==> config.mk <==
export PLATFORM = sky130hd
export DESIGN_NAME = multicycle_execute_unit
export DESIGN_NICKNAME = d
export VERILOG_FILES = /design/src/rtl/multicycle_execute_unit_pkg.sv /design/src/rtl/shift_add_multiplier.sv /design/src/rtl/multicycle_execute_unit.sv
export SDC_FILE = /design/constraint.sdc
export NUM_CORES = 1
export LEC_CHECK = 0
export ABC_AREA = 1
export ABC_CLOCK_PERIOD_IN_PS = 6900
export BUFFER_PORTS_ARGS = -buffer_cell sky130_fd_sc_hd__buf_4
export CAP_MARGIN = 25
export CORE_ASPECT_RATIO = 1.75
export CORE_MARGIN = 4
export CORE_UTILIZATION = 45
export CTS_CLUSTER_DIAMETER = 50
export DETAILED_ROUTE_END_ITERATION = 12
export MAX_ROUTING_LAYER = met4
export PLACE_DENSITY = 0.74
export SYNTH_ARGS = -nofsm -noshare
export SYNTH_HDL_FRONTEND = slang
export SYNTH_SLANG_ARGS = --single-unit
==> constraint.sdc <==
create_clock -name clock -period 6.9 [get_ports clock]
set_clock_uncertainty 0.1 [all_clocks]
set_input_delay 1.38 -clock clock [delete_from_list [all_inputs] [get_ports clock]]
set_output_delay 1.38 -clock clock [all_outputs]
set_load 0.02 [all_outputs]
==> src/rtl/multicycle_execute_unit_pkg.sv <==
// Shared opcode, writeback and FSM state encodings for the execute stage.
package multicycle_execute_unit_pkg;

  typedef enum logic [3:0] {
    EX_ADD   = 4'd0,
    EX_SUB   = 4'd1,
    EX_AND   = 4'd2,
    EX_OR    = 4'd3,
    EX_XOR   = 4'd4,
    EX_NAND  = 4'd5,
    EX_NOR   = 4'd6,
    EX_XNOR  = 4'd7,
    EX_SHL   = 4'd8,
    EX_SHR   = 4'd9,
    EX_SHRA  = 4'd10,
    EX_LOADC = 4'd11,
    EX_MUL   = 4'd12,
    EX_LOAD  = 4'd13,
    EX_STORE = 4'd14,
    EX_HALT  = 4'd15
  } ex_op_e;

  typedef enum logic [1:0] {
    WB_NONE     = 2'd0,
    WB_REGISTER = 2'd1,
    WB_MEMORY   = 2'd2
  } wb_e;

  typedef enum logic {
    ST_IDLE = 1'b0,
    ST_MUL  = 1'b1
  } state_e;

endpackage

==> src/rtl/shift_add_multiplier.sv <==
// Iterative shift-add multiplier: DATA_W busy cycles after start, low DATA_W product bits.
// done is asserted combinationally in the final iteration with product already valid.
module shift_add_multiplier #(
  parameter int DATA_W = 16
) (
  input  logic              clock,
  input  logic              reset,
  input  logic              start,
  input  logic [DATA_W-1:0] a,
  input  logic [DATA_W-1:0] b,
  output logic              busy,
  output logic              done,
  output logic [DATA_W-1:0] product
);
  localparam int CNT_W = $clog2(DATA_W);

  logic              busy_q, busy_d;
  logic [CNT_W-1:0]  cnt_q, cnt_d;
  logic [DATA_W-1:0] acc_q, acc_d;
  logic [DATA_W-1:0] mcand_q, mcand_d;
  logic [DATA_W-1:0] mplier_q, mplier_d;
  logic [DATA_W-1:0] acc_next;

  // Product includes the current iteration's partial so the top can forward it early.
  assign acc_next = acc_q + (mplier_q[0] ? mcand_q : '0);
  assign busy     = busy_q;
  assign done     = busy_q & (cnt_q == CNT_W'(DATA_W - 1));
  assign product  = acc_next;

  always_comb begin
    busy_d   = busy_q;
    cnt_d    = cnt_q;
    acc_d    = acc_q;
    mcand_d  = mcand_q;
    mplier_d = mplier_q;
    if (start) begin
      busy_d   = 1'b1;
      cnt_d    = '0;
      acc_d    = '0;
      mcand_d  = a;
      mplier_d = b;
    end else if (busy_q) begin
      acc_d    = acc_next;
      mcand_d  = mcand_q << 1;
      mplier_d = mplier_q >> 1;
      cnt_d    = cnt_q + 1'b1;
      if (done) busy_d = 1'b0;
    end
  end

  always_ff @(posedge clock or negedge reset) begin
    if (!reset) begin
      busy_q   <= 1'b0;
      cnt_q    <= '0;
      acc_q    <= '0;
      mcand_q  <= '0;
      mplier_q <= '0;
    end else begin
      busy_q   <= busy_d;
      cnt_q    <= cnt_d;
      acc_q    <= acc_d;
      mcand_q  <= mcand_d;
      mplier_q <= mplier_d;
    end
  end

endmodule

==> src/rtl/multicycle_execute_unit.sv <==
// Execute stage: single-cycle ALU/shift/LOADC/memory ops, iterative MUL, comb. forwarding, sticky halt.
// Defining EXEC_FLAGS_EN adds a registered flags[3:0] = {Z,N,C,V} output.
module multicycle_execute_unit
  import multicycle_execute_unit_pkg::*;
#(
  parameter int DATA_W  = 16,
  parameter int ADDR_W  = 10,
  parameter int GPR_W   = 3,
  parameter int CONST_W = 8
) (
  input  logic                      clock,
  input  logic                      reset,
  input  logic                      in_valid,
  output logic                      in_ready,
  input  logic [3:0]                op,
  input  logic [GPR_W-1:0]          dst,
  input  logic [DATA_W-1:0]         opa,
  input  logic [DATA_W-1:0]         opb,
  input  logic [$clog2(DATA_W)-1:0] shamt,
  input  logic [CONST_W-1:0]        constant,
  output logic                      dep_valid,
  output logic [DATA_W-1:0]         dep_result,
  output logic [GPR_W-1:0]          dep_destination,
  output logic                      mem_read,
  output logic                      mem_write,
  output logic [ADDR_W-1:0]         address,
  output logic [DATA_W-1:0]         data_out,
  output logic                      out_valid,
  input  logic                      out_ready,
  output logic [DATA_W-1:0]         result,
  output logic [GPR_W-1:0]          destination,
  output logic [1:0]                writeback,
  output logic                      halt
`ifdef EXEC_FLAGS_EN
  ,
  output logic [3:0]                flags
`endif
);

  state_e            state_q, state_d;
  logic [DATA_W-1:0] result_q, result_d;
  logic [GPR_W-1:0]  destination_q, destination_d;
  logic [1:0]        writeback_q, writeback_d;
  logic              out_valid_q, out_valid_d;
  logic              halt_q, halt_d;
  logic [GPR_W-1:0]  mul_dst_q, mul_dst_d;

  logic              accept, mul_start, single_reg, load_out;
  logic              mul_busy, mul_done;
  logic [DATA_W-1:0] mul_product;
  logic [DATA_W-1:0] alu_res;
  logic [1:0]        alu_wb;

  assign in_ready   = (state_q == ST_IDLE) & !mul_busy & !halt_q & (!out_valid_q | out_ready);
  assign accept     = in_valid & in_ready;
  assign mul_start  = accept & (op == EX_MUL);
  assign single_reg = accept & (op != EX_MUL) & (alu_wb == WB_REGISTER);
  assign load_out   = (accept & (op != EX_MUL)) | mul_done;

  shift_add_multiplier #(.DATA_W(DATA_W)) u_mul (
    .clock   (clock),
    .reset   (reset),
    .start   (mul_start),
    .a       (opa),
    .b       (opb),
    .busy    (mul_busy),
    .done    (mul_done),
    .product (mul_product)
  );

  always_comb begin
    alu_res = '0;
    alu_wb  = WB_REGISTER;
    case (op)
      EX_ADD:   alu_res = opa + opb;
      EX_SUB:   alu_res = opa - opb;
      EX_AND:   alu_res = opa & opb;
      EX_OR:    alu_res = opa | opb;
      EX_XOR:   alu_res = opa ^ opb;
      EX_NAND:  alu_res = ~(opa & opb);
      EX_NOR:   alu_res = ~(opa | opb);
      EX_XNOR:  alu_res = ~(opa ^ opb);
      EX_SHL:   alu_res = opa << shamt;
      EX_SHR:   alu_res = opa >> shamt;
      EX_SHRA:  alu_res = $unsigned($signed(opa) >>> shamt);
      EX_LOADC: alu_res = {opa[DATA_W-1:CONST_W], constant};
      EX_MUL:   alu_res = '0;
      EX_LOAD:  alu_wb  = WB_MEMORY;
      default:  alu_wb  = WB_NONE;
    endcase
  end

  always_comb begin
    mem_read  = accept & (op == EX_LOAD);
    mem_write = accept & (op == EX_STORE);
    address   = (mem_read | mem_write) ? opa[ADDR_W-1:0] : '0;
    data_out  = mem_write ? opb : '0;
  end

  // A finishing MUL and a new accept are mutually exclusive (in_ready is low in ST_MUL).
  always_comb begin
    dep_valid       = single_reg | mul_done;
    dep_result      = '0;
    dep_destination = '0;
    if (mul_done) begin
      dep_result      = mul_product;
      dep_destination = mul_dst_q;
    end else if (single_reg) begin
      dep_result      = alu_res;
      dep_destination = dst;
    end
  end

  always_comb begin
    state_d       = state_q;
    halt_d        = halt_q | (accept & (op == EX_HALT));
    mul_dst_d     = mul_start ? dst : mul_dst_q;
    out_valid_d   = out_valid_q;
    result_d      = result_q;
    destination_d = destination_q;
    writeback_d   = writeback_q;
    case (state_q)
      ST_IDLE: if (mul_start) state_d = ST_MUL;
      ST_MUL:  if (mul_done)  state_d = ST_IDLE;
      default: state_d = ST_IDLE;
    endcase
    if (load_out) begin
      out_valid_d   = 1'b1;
      result_d      = mul_done ? mul_product : alu_res;
      destination_d = mul_done ? mul_dst_q : dst;
      writeback_d   = mul_done ? WB_REGISTER : alu_wb;
    end else if (out_valid_q & out_ready) begin
      out_valid_d   = 1'b0;
      result_d      = '0;
      destination_d = '0;
      writeback_d   = WB_NONE;
    end
  end

  always_ff @(posedge clock or negedge reset) begin
    if (!reset) begin
      state_q       <= ST_IDLE;
      result_q      <= '0;
      destination_q <= '0;
      writeback_q   <= WB_NONE;
      out_valid_q   <= 1'b0;
      halt_q        <= 1'b0;
      mul_dst_q     <= '0;
    end else begin
      state_q       <= state_d;
      result_q      <= result_d;
      destination_q <= destination_d;
      writeback_q   <= writeback_d;
      out_valid_q   <= out_valid_d;
      halt_q        <= halt_d;
      mul_dst_q     <= mul_dst_d;
    end
  end

  assign out_valid   = out_valid_q;
  assign result      = result_q;
  assign destination = destination_q;
  assign writeback   = writeback_q;
  assign halt        = halt_q;

`ifdef EXEC_FLAGS_EN
  logic [3:0]      flags_q, flags_d;
  logic [DATA_W:0] ext_sum;
  logic            alu_c, alu_v;

  // C is carry-out for ADD and borrow for SUB.
  always_comb begin
    ext_sum = '0;
    alu_c   = 1'b0;
    alu_v   = 1'b0;
    if (op == EX_ADD) begin
      ext_sum = {1'b0, opa} + {1'b0, opb};
      alu_c   = ext_sum[DATA_W];
      alu_v   = (opa[DATA_W-1] == opb[DATA_W-1]) & (ext_sum[DATA_W-1] != opa[DATA_W-1]);
    end else if (op == EX_SUB) begin
      ext_sum = {1'b0, opa} - {1'b0, opb};
      alu_c   = ext_sum[DATA_W];
      alu_v   = (opa[DATA_W-1] != opb[DATA_W-1]) & (ext_sum[DATA_W-1] != opa[DATA_W-1]);
    end
  end

  always_comb begin
    flags_d = flags_q;
    if (load_out & (writeback_d == WB_REGISTER)) begin
      flags_d = {result_d == '0, result_d[DATA_W-1],
                 alu_c & !mul_done, alu_v & !mul_done};
    end
  end

  always_ff @(posedge clock or negedge reset) begin
    if (!reset) flags_q <= '0;
    else        flags_q <= flags_d;
  end

  assign flags = flags_q;
`endif

endmodule

==> flow_summary.toml, run 1 <==
[cells_and_area]
fill_cells = 2071
layout.nets = 1698
final_cell_mix = "nand2_1 (586), inv_1 (167), nand3_1 (160)"
n_antenna_cell = 0
final_common_cell = "nand2_1"
layout.cells.non_filler = 1823
area_growth_pct = 16.0
layout-drive-gt1-share_pct = 10.9
multi_input_area_sq_um = 5830
area.sequential_sq_um = 2000

[setup_path]
end_kind = "output port"
worstSetupEndpoint = "dep_result[6]"
r2r_start = "u_mul.busy"
crit_start = "op[0]"
cp_slowest_stage_delay_ns = 0.37
cpMostUsedCell = "nand2_1"
start_kind = "input port"
cp.arrival_ns = 4.50
cp.required_ns = 5.42
slowest_stage = "ha_1"
reg2reg_depth = 8
path_cells = "buf_4 -> inv_1 -> nor2_1 -> buf_4 -> nand2_1 -> o21ai_0 -> xor2_1 -> ha_1 -> nand2_1 -> nor2_1 -> nand2_1 -> nand2_1 -> a21oi_1 -> nor2_1 -> nand2_1 -> nand2_1 -> nand2_1 -> buf_4"
critPathKind = "input port to output port"
rrSetupSlack_ns = 3.96
worstPathMaxFanout = 15
r2r_end = "u_mul.mplier_q[0]"

[grt]
first_global_vias = 9737
grtUsageTotal_pct = 32.7
grt_max_degree = 81
antenna_found_initial = 0
grt_remaining_overflow = 0
grt_first_pass_wirelength_mm = 52.9

[clock_network]
cts_tree = "yes"
clock_latency_ns = 0.34
cts_hold_buf = 0
clock-sinks = 80
cts_max_level = 3
post_cts_buffers = 0
cts.path.max_buffers = 2
numCtsBuffers = 9
cts_resized = 0
clock-root-buffer = "clkbuf_16"
clk_pin_slew_worst_paths_ns = 0.06

[place]
detailed_place_hpwl_mm = 28.5
place_inst = 1806
place_congestion = 1.06
io_buffers = 126

[synthesis]
ys_ff_latch = 80
async_flop_share_pct = 100
synth_edf_count = 0
synth_ff_type = "dfrtp_1"
synth_area_sq_um = 8710
yosys-top-cells-area = "nand2_1 (25%), dfrtp_1 (23%), ha_1 (9.2%)"
ys_types = 44
yosysWarnings = 0
ys_seq_area_share_pct = 23.0
synth_fp_nets = 1599
synth_top_area_share_pct = 25.3
syn_avg_cell_area_sq_um = 5.89
synth_cells = 1478
synth_area_leader_cell = "nand2_1"

[detailed_routing]
avgViaCountPerCell = 5.51
wire_per_inst_um = 19.2
vias = 10000
dr.pass1.iters = 5
ant_nets = 0
drt_iter0_drc = 641
finalWirelength_mm = 34.9
drc_errors = 0

[run]
max_cap_viol_count = 0

[floorplanning]
die_h_um = 192
start_util_pct = 45.6
core_sq_um = 19100
ioPinCount = 127
die_area_sq_um = 21700
rows = 67
die_w_um = 113

[sta]
hold_viol_final = 0
finalSetupViolations = 0
layout_min_cycle_time_ns = 5.98
rsz0062_at_grt = "false"
relSlewSlack_pct = 35.2
drv_slew = 0
tns_ns = 0
whs_ns = 0.376
worst_pin_slew_ns = 0.968
max_freq_mhz = 167
final.period_utilization_pct = 86.7

[power_and_ir_drop]
leakagePower_nw = 5.88
cellPowerDensity_nw_per_um2 = 229
power.total_w = 0.00231
vdd_drop_max_uv = 237

[run_status]
outcome = "finished clean"

[hold_path]
hold_class = "register to register"
[critical path, delay by kind of cell]
family                     cells  cell delay [ns]
and+or+nand+nor               10             1.68
buffers and inverters          4             0.52
adders and majority gates      1             0.37
AOI/OAI and AO/OA              2             0.33
xor gates and xnor gates       1             0.20
[layer usage]
| layer | part of all wire (%) | vias to the layer above | wire length [um] | global-route usage, % |
|---|---|---|---|---|
| li1 | - | 4911 | - | - |
| met1 | 35 | 4642 | 12200 | 32.8 |
| met2 | 51 | 351 | 17800 | 56.9 |
| met3 | 4.2 | 133 | 1480 | 2.36 |
| met4 | 10 | 0 | 3510 | 27.9 |
| met5 | 0 | - | 0 | - |
[metrics by stage]
| stage | setup slack (ns) | util (%) | instance area (sq um) |
|---|---|---|---|
| finish | 0.921 | 52.8 | 10100 |
| floorplan | 1.85 | - | 8710 |
| global route | 0.728 | 52.8 | 10100 |
| global placement | 0.983 | 51.2 | 9780 |
| CTS | 0.970 | 52.7 | 10100 |
| detailed placement | 0.969 | 51.2 | 9780 |
[flip-flops by register name, indices dropped and copies added (netlist names)]
register and cells:
result 16, u_mul.acc_q 16, u_mul.mcand_q 16, u_mul.mplier_q 16, u_mul.cnt_q 4, destination 3
mul_dst_q 3, writeback 2, halt 1, out_valid 1, state_q 1, u_mul.busy 1
[power breakdown]
group / switching, W / leakage, nW / total [W] / internal (W)
clock network: 0.000203 / 0.136 / 0.000461 / 0.000257
logic: 0.000706 / 4.68 / 0.00109 / 0.000382
registers: 0.000130 / 1.06 / 0.000766 / 0.000635
[worst min-delay path by stage]
stage                   startpoint              to  cells past startpoint
CTS                 destination[2]  destination[2]                      2
global placement      writeback[0]    writeback[0]                      2
floorplan             mul_dst_q[0]    mul_dst_q[0]                      2
detailed placement  destination[0]  destination[0]                      2
finish              destination[2]  destination[2]                      2
global route        destination[0]  destination[0]                      2
[synth_stat cells, drive strengths merged, types with 21 or more instances]
library cell and n:
xor2 23, nand2 588, ha 64, clkbuf 21
inv 174, nand3 161, nor2 147, o211ai 30
dfrtp 80, o21ai 59, a21oi 40, buf 24
[layout make-up]
type	instances	area share (%)
flip-flops and latches	80	19.8
inverters	176	6.54
clock buffers	10	2.37
repair buffers	133	10.1
well taps	241	2.99
clock inverters	6	0.495
multi-input cells	1177	57.7
[cells by family (layout without fill, tap and decap cells)]
| logic type | after synthesis | in the layout | synth area share, % |
|---|---|---|---|
| simple gates | 932 | 932 | 44.0 |
| buf+inv | 221 | 325 | 10.1 |
| compound gates | 153 | 153 | 10.7 |
| flops | 80 | 80 | 23.0 |
| fa+ha+maj | 66 | 66 | 9.65 |
| xor+xnor | 26 | 26 | 2.61 |
Power figures use the tool's default switching activity.
==> run 2: changes to the inputs <==
Settings changed: ABC_CLOCK_PERIOD_IN_PS 6900 to 6100, HOLD_SLACK_MARGIN set to 0.02.
Clock period 6.9 ns to 6.1 ns, I/O delays scaled along.
==> run 2 against run 1 <==
- combinational power rose by 13%
- worst setup slack got worse by 0.54 ns
- non-clock buffer count rose by 1
- utilization rose by 0.11 points
- critical endpoint is now dep_result[13]
- largest cell class unchanged
==> flow_summary.toml, run 2 (synthesized netlist as in run 1, its figures left out) <==
[run_status]
outcome = "finished clean"

[sta]
max_freq_mhz = 175
rsz0062_at_grt = "false"
final.period_utilization_pct = 93.7
relSlewSlack_pct = 35.2
worst_pin_slew_ns = 0.971
finalSetupViolations = 0
hold_viol_final = 0
tns_ns = 0
whs_ns = 0.375
drv_slew = 0
layout_min_cycle_time_ns = 5.71

[grt]
grt_remaining_overflow = 0
antenna_found_initial = 0
grt_first_pass_wirelength_mm = 54.0
grtUsageTotal_pct = 33.1
grt_max_degree = 81
first_global_vias = 10000

[detailed_routing]
dr.pass1.iters = 6
drc_errors = 0
drt_iter0_drc = 919
avgViaCountPerCell = 5.56
vias = 10100
wire_per_inst_um = 19.0
ant_nets = 0
finalWirelength_mm = 34.7

[run]
max_cap_viol_count = 0

[clock_network]
cts_tree = "yes"
post_cts_buffers = 0
clock-root-buffer = "clkbuf_16"
numCtsBuffers = 9
cts_resized = 0
clock_latency_ns = 0.34
cts_max_level = 3
clk_pin_slew_worst_paths_ns = 0.06
cts_hold_buf = 0
clock-sinks = 80
cts.path.max_buffers = 2

[setup_path]
end_kind = "output port"
critical_path.top_delay_family = "simple AND/OR/NAND/NOR gates"
path_cells = "buf_4 -> inv_1 -> ha_1 -> nand2_1 -> nor3_1 -> nand2_1 -> o21ai_0 -> xor2_1 -> ha_1 -> nand2_1 -> nor2_1 -> and2_1 -> nand2_1 -> nand3b_1 -> nand3_1 -> nand2_1 -> nand2_1 -> nand2_1 -> buf_4"
cp.required_ns = 4.78
critPathKind = "input port to output port"
cp_slowest_stage_delay_ns = 0.41
worstPathMaxFanout = 7
start_kind = "input port"
slowest_stage = "ha_1"
cpMostUsedCell = "nand2_1"
cp.arrival_ns = 4.39
crit_buf_inv = 3

[power_and_ir_drop]
leakagePower_nw = 5.89
vdd_drop_max_uv = 259
power.total_w = 0.00265
cellPowerDensity_nw_per_um2 = 262

[floorplanning]
start_util_pct = 45.6
die_h_um = 192
die_w_um = 113
die_area_sq_um = 21700
ioPinCount = 127
core_sq_um = 19100
rows = 67

[cells_and_area]
final_common_cell = "nand2_1"
area_growth_pct = 16.2
layout-drive-gt1-share_pct = 10.9
layout.nets = 1699
fill_cells = 2053
final_cell_mix = "nand2_1 (586), inv_1 (167), nand3_1 (160)"
multi_input_area_sq_um = 5830
final_core_util_pct = 53.0
area.sequential_sq_um = 2000
n_antenna_cell = 0

[place]
io_buffers = 126
place_congestion = 1.04
detailed_place_hpwl_mm = 28.0

[hold_path]
hold_class = "register to register"
-- run 2: final timing paths --
path                                   start              end  slack [ns]  cells after the start
max                                   opb[0]   dep_result[13]        0.39                     19
min                           destination[1]   destination[1]        0.38                      2
max reg2reg                u_mul.mplier_q[0]        result[8]        3.32                     13
min reg2reg                   destination[1]   destination[1]        0.38                      2
max in group asynchronous              reset  u_mul.acc_q[15]        4.72                      2
min in group asynchronous              reset   u_mul.cnt_q[1]        0.60                      1
-- run 2: metal layers --
| metal | global-route usage (%) | vias up | part of all wire, % | routed length [um] |
|---|---|---|---|---|
| li1 | - | 4907 | - | - |
| met1 | 33.7 | 4658 | 35 | 12300 |
| met2 | 57.7 | 436 | 50 | 17400 |
| met3 | 2.81 | 143 | 4.6 | 1610 |
| met4 | 26.4 | 0 | 9.9 | 3430 |
| met5 | - | - | 0 | 0 |
-- run 2: stage by stage --
stage	instance area [sq um]	setup WS, ns	instances
final	10100	0.385	1824
after global routing	10100	0.199	1824
after CTS	10100	0.465	1823
after detailed placement	9790	0.485	1807
after global placement	9790	0.419	1807
after floorplan	8710	1.37	1478
-- run 2: cell type report --
type                            count  share of cell area, %
Clock buffer                        9                   2.22
Clock inverter                      7                  0.766
Inverter                          176                   6.53
Multi-Input combinational cell   1177                   57.6
Sequential cell                    80                   19.8
Tap cell                          241                   2.98
Timing Repair Buffer              134                   10.1
-- run 2: power by group --
| group | total, W | internal (W) | switching [W] |
|---|---|---|---|
| Sequential | 0.000868 | 0.000719 | 0.000150 |
| Clock | 0.000557 | 0.000322 | 0.000235 |
| Combinational | 0.00123 | 0.000432 | 0.000793 |
-- run 2: worst reg2reg max path: cells and delay by family, from the launching register on --
family	cells	cell delay, ns
adder cells (fa/ha/maj)	2	0.66
buffers and inverters	1	0.06
flip-flops	1	0.60
AND/OR/NAND/NOR	10	1.25
==> run 3: changes to the inputs <==
Settings changed: CORE_UTILIZATION 45 to 30, PLACE_DENSITY 0.74 to 0.56.
==> run 3 against run 2 <==
- clock-buffer cell count increased by 2
- die area grew 47%
- sequential power down 0.7%
- clock power up 5.4%
- fmax fell by 0.63%
- global-route usage is 8.1 points lower
- worst hold slack better by 0.0045 ns
==> flow_summary.toml, run 3 (synthesized netlist as in run 1, its figures left out) <==
[setup_path]
path_cells = "buf_4 -> inv_1 -> ha_1 -> nand2_1 -> nor3_1 -> nand2_1 -> o21ai_0 -> xor2_1 -> ha_1 -> nand2_1 -> inv_1 -> nand3_1 -> nand3b_1 -> nand3_1 -> nand3_1 -> nand2_1 -> nand2_1 -> nand2_1 -> buf_4"
critPathKind = "input port to output port"
cp.required_ns = 4.78
reg2reg_depth = 7
cpMostUsedCell = "nand2_1"
cp_slowest_stage_delay_ns = 0.39
start_kind = "input port"
end_kind = "output port"
cp.arrival_ns = 4.43
worstPathMaxFanout = 5
slowest_stage = "ha_1"

[clock_network]
clock-sinks = 80
clock-root-buffer = "clkbuf_16"
cts_max_level = 3
clk_pin_slew_worst_paths_ns = 0.06
post_cts_buffers = 0
cts.path.max_buffers = 2
clock_latency_ns = 0.36
numCtsBuffers = 9
cts_hold_buf = 0
cts_resized = 0
cts_tree = "yes"

[sta]
worst_pin_slew_ns = 0.949
hold_viol_final = 0
rsz0062_at_grt = "false"
drv_slew = 0
tns_ns = 0
final.period_utilization_pct = 94.3
relSlewSlack_pct = 36.5
layout_min_cycle_time_ns = 5.75
whs_ns = 0.380
max_freq_mhz = 174
finalSetupViolations = 0

[cells_and_area]
final_common_cell = "nand2_1"
area_growth_pct = 18.9
layout-drive-gt1-share_pct = 11.3
fill_cells = 3261
layout.nets = 1708
layout.cells.non_filler = 1970
multi_input_area_sq_um = 5830
n_antenna_cell = 0
finalInstanceArea_sq_um = 10400
final_cell_mix = "nand2_1 (586), inv_1 (167), nand3_1 (160)"
area.sequential_sq_um = 2000

[power_and_ir_drop]
swShare_pct = 43.7
clock_power_share_pct = 21.9
leakagePower_nw = 5.93
p_comb_share_pct = 46.0
power_frac_seq_pct = 32.1
vdd_drop_max_uv = 168
cellPowerDensity_nw_per_um2 = 259
p_switching_w = 0.00117
p_int_w = 0.00151

[detailed_routing]
drt_iter0_drc = 625
drc_errors = 0
dr.pass1.iters = 5
ant_nets = 0
finalWirelength_mm = 38.5
wire_per_inst_um = 19.6
avgViaCountPerCell = 5.04
vias = 9934

[place]
placed_area_sq_um = 10000
place_congestion = 1.05
place_inst = 1954
io_buffers = 126
detailed_place_hpwl_mm = 31.8

[floorplanning]
die_w_um = 137
start_util_pct = 30.4
core_sq_um = 28600
die_h_um = 233
ioPinCount = 127
die_area_sq_um = 31900
rows = 82

[grt]
antenna_found_initial = 0
grt_remaining_overflow = 0
grt_first_pass_wirelength_mm = 57.9
grt_max_degree = 61
grtUsageTotal_pct = 25.0
first_global_vias = 9892

[hold_path]
hold_depth = 2
hold_class = "register to register"

[run]
max_cap_viol_count = 0

[run_status]
outcome = "finished clean"
## run 3: changes by cell type in the layout (fill, tap and decap cells not counted), sizes merged
cell / delta
inv: -3
clkbuf: +2
buf: +9
bufinv: +1
## run 3: metal layers
layer	GRT usage, %	vias to the layer above	share of wire [%]
met3	2.18	107	3.5
met2	44.9	289	53
met4	18.5	0	8.6
met1	24.9	4610	35
met5	-	-	0
li1	-	4928	-
## run 3: metrics by stage
stage | setup slack, ns | util [%] | power (W)
2_1_floorplan | 1.37 | - | 0.00165
3_3_place_gp | 0.310 | 35.1 | 0.00210
3_5_place_dp | 0.351 | 35.1 | 0.00211
4_1_cts | 0.337 | 36.2 | 0.00271
5_1_grt | 0.00325 | 36.2 | 0.00288
6_report | 0.349 | 36.2 | 0.00268
## run 3: worst paths after layout
check / slack (ns) / end / from
worst min-delay path: 0.38 / destination[2] / destination[2]
worst max register to register: 3.17 / u_mul.acc_q[15] / u_mul.busy
min in group asynchronous: 0.65 / u_mul.acc_q[3] / reset
worst min register to register: 0.38 / destination[2] / destination[2]
max in group asynchronous: 4.13 / u_mul.acc_q[14] / reset
worst max-delay path: 0.35 / dep_result[14] / opb[0]
## run 3: power by group through the flow
stage / combinational (W) / sequential (W) / clock [W]
2_1_floorplan: 0.000765 / 0.000889 / 0
3_3_place_gp: 0.00123 / 0.000866 / 0
3_5_place_dp: 0.00124 / 0.000870 / 0
4_1_cts: 0.00124 / 0.000863 / 0.000603
5_1_grt: 0.00137 / 0.000886 / 0.000620
6_report: 0.00123 / 0.000862 / 0.000587
## run 3: area by class of cell
cell class,count,area share (%)
clock buffer,11,2.25
multi-input combinational,1177,56.3
sequential,80,19.3
clock inverter,5,0.786
inverter,176,6.38
timing repair buffer,143,10.4
tap,378,4.57
## run 3: worst max-delay path, delay by kind of cell
| kind | cells | cell delay (ns) |
|---|---|---|
| compound gates | 1 | 0.25 |
| simple gates | 11 | 1.65 |
| xor+xnor | 1 | 0.11 |
| buf+inv | 4 | 0.58 |
| fa+ha+maj | 2 | 0.61 |
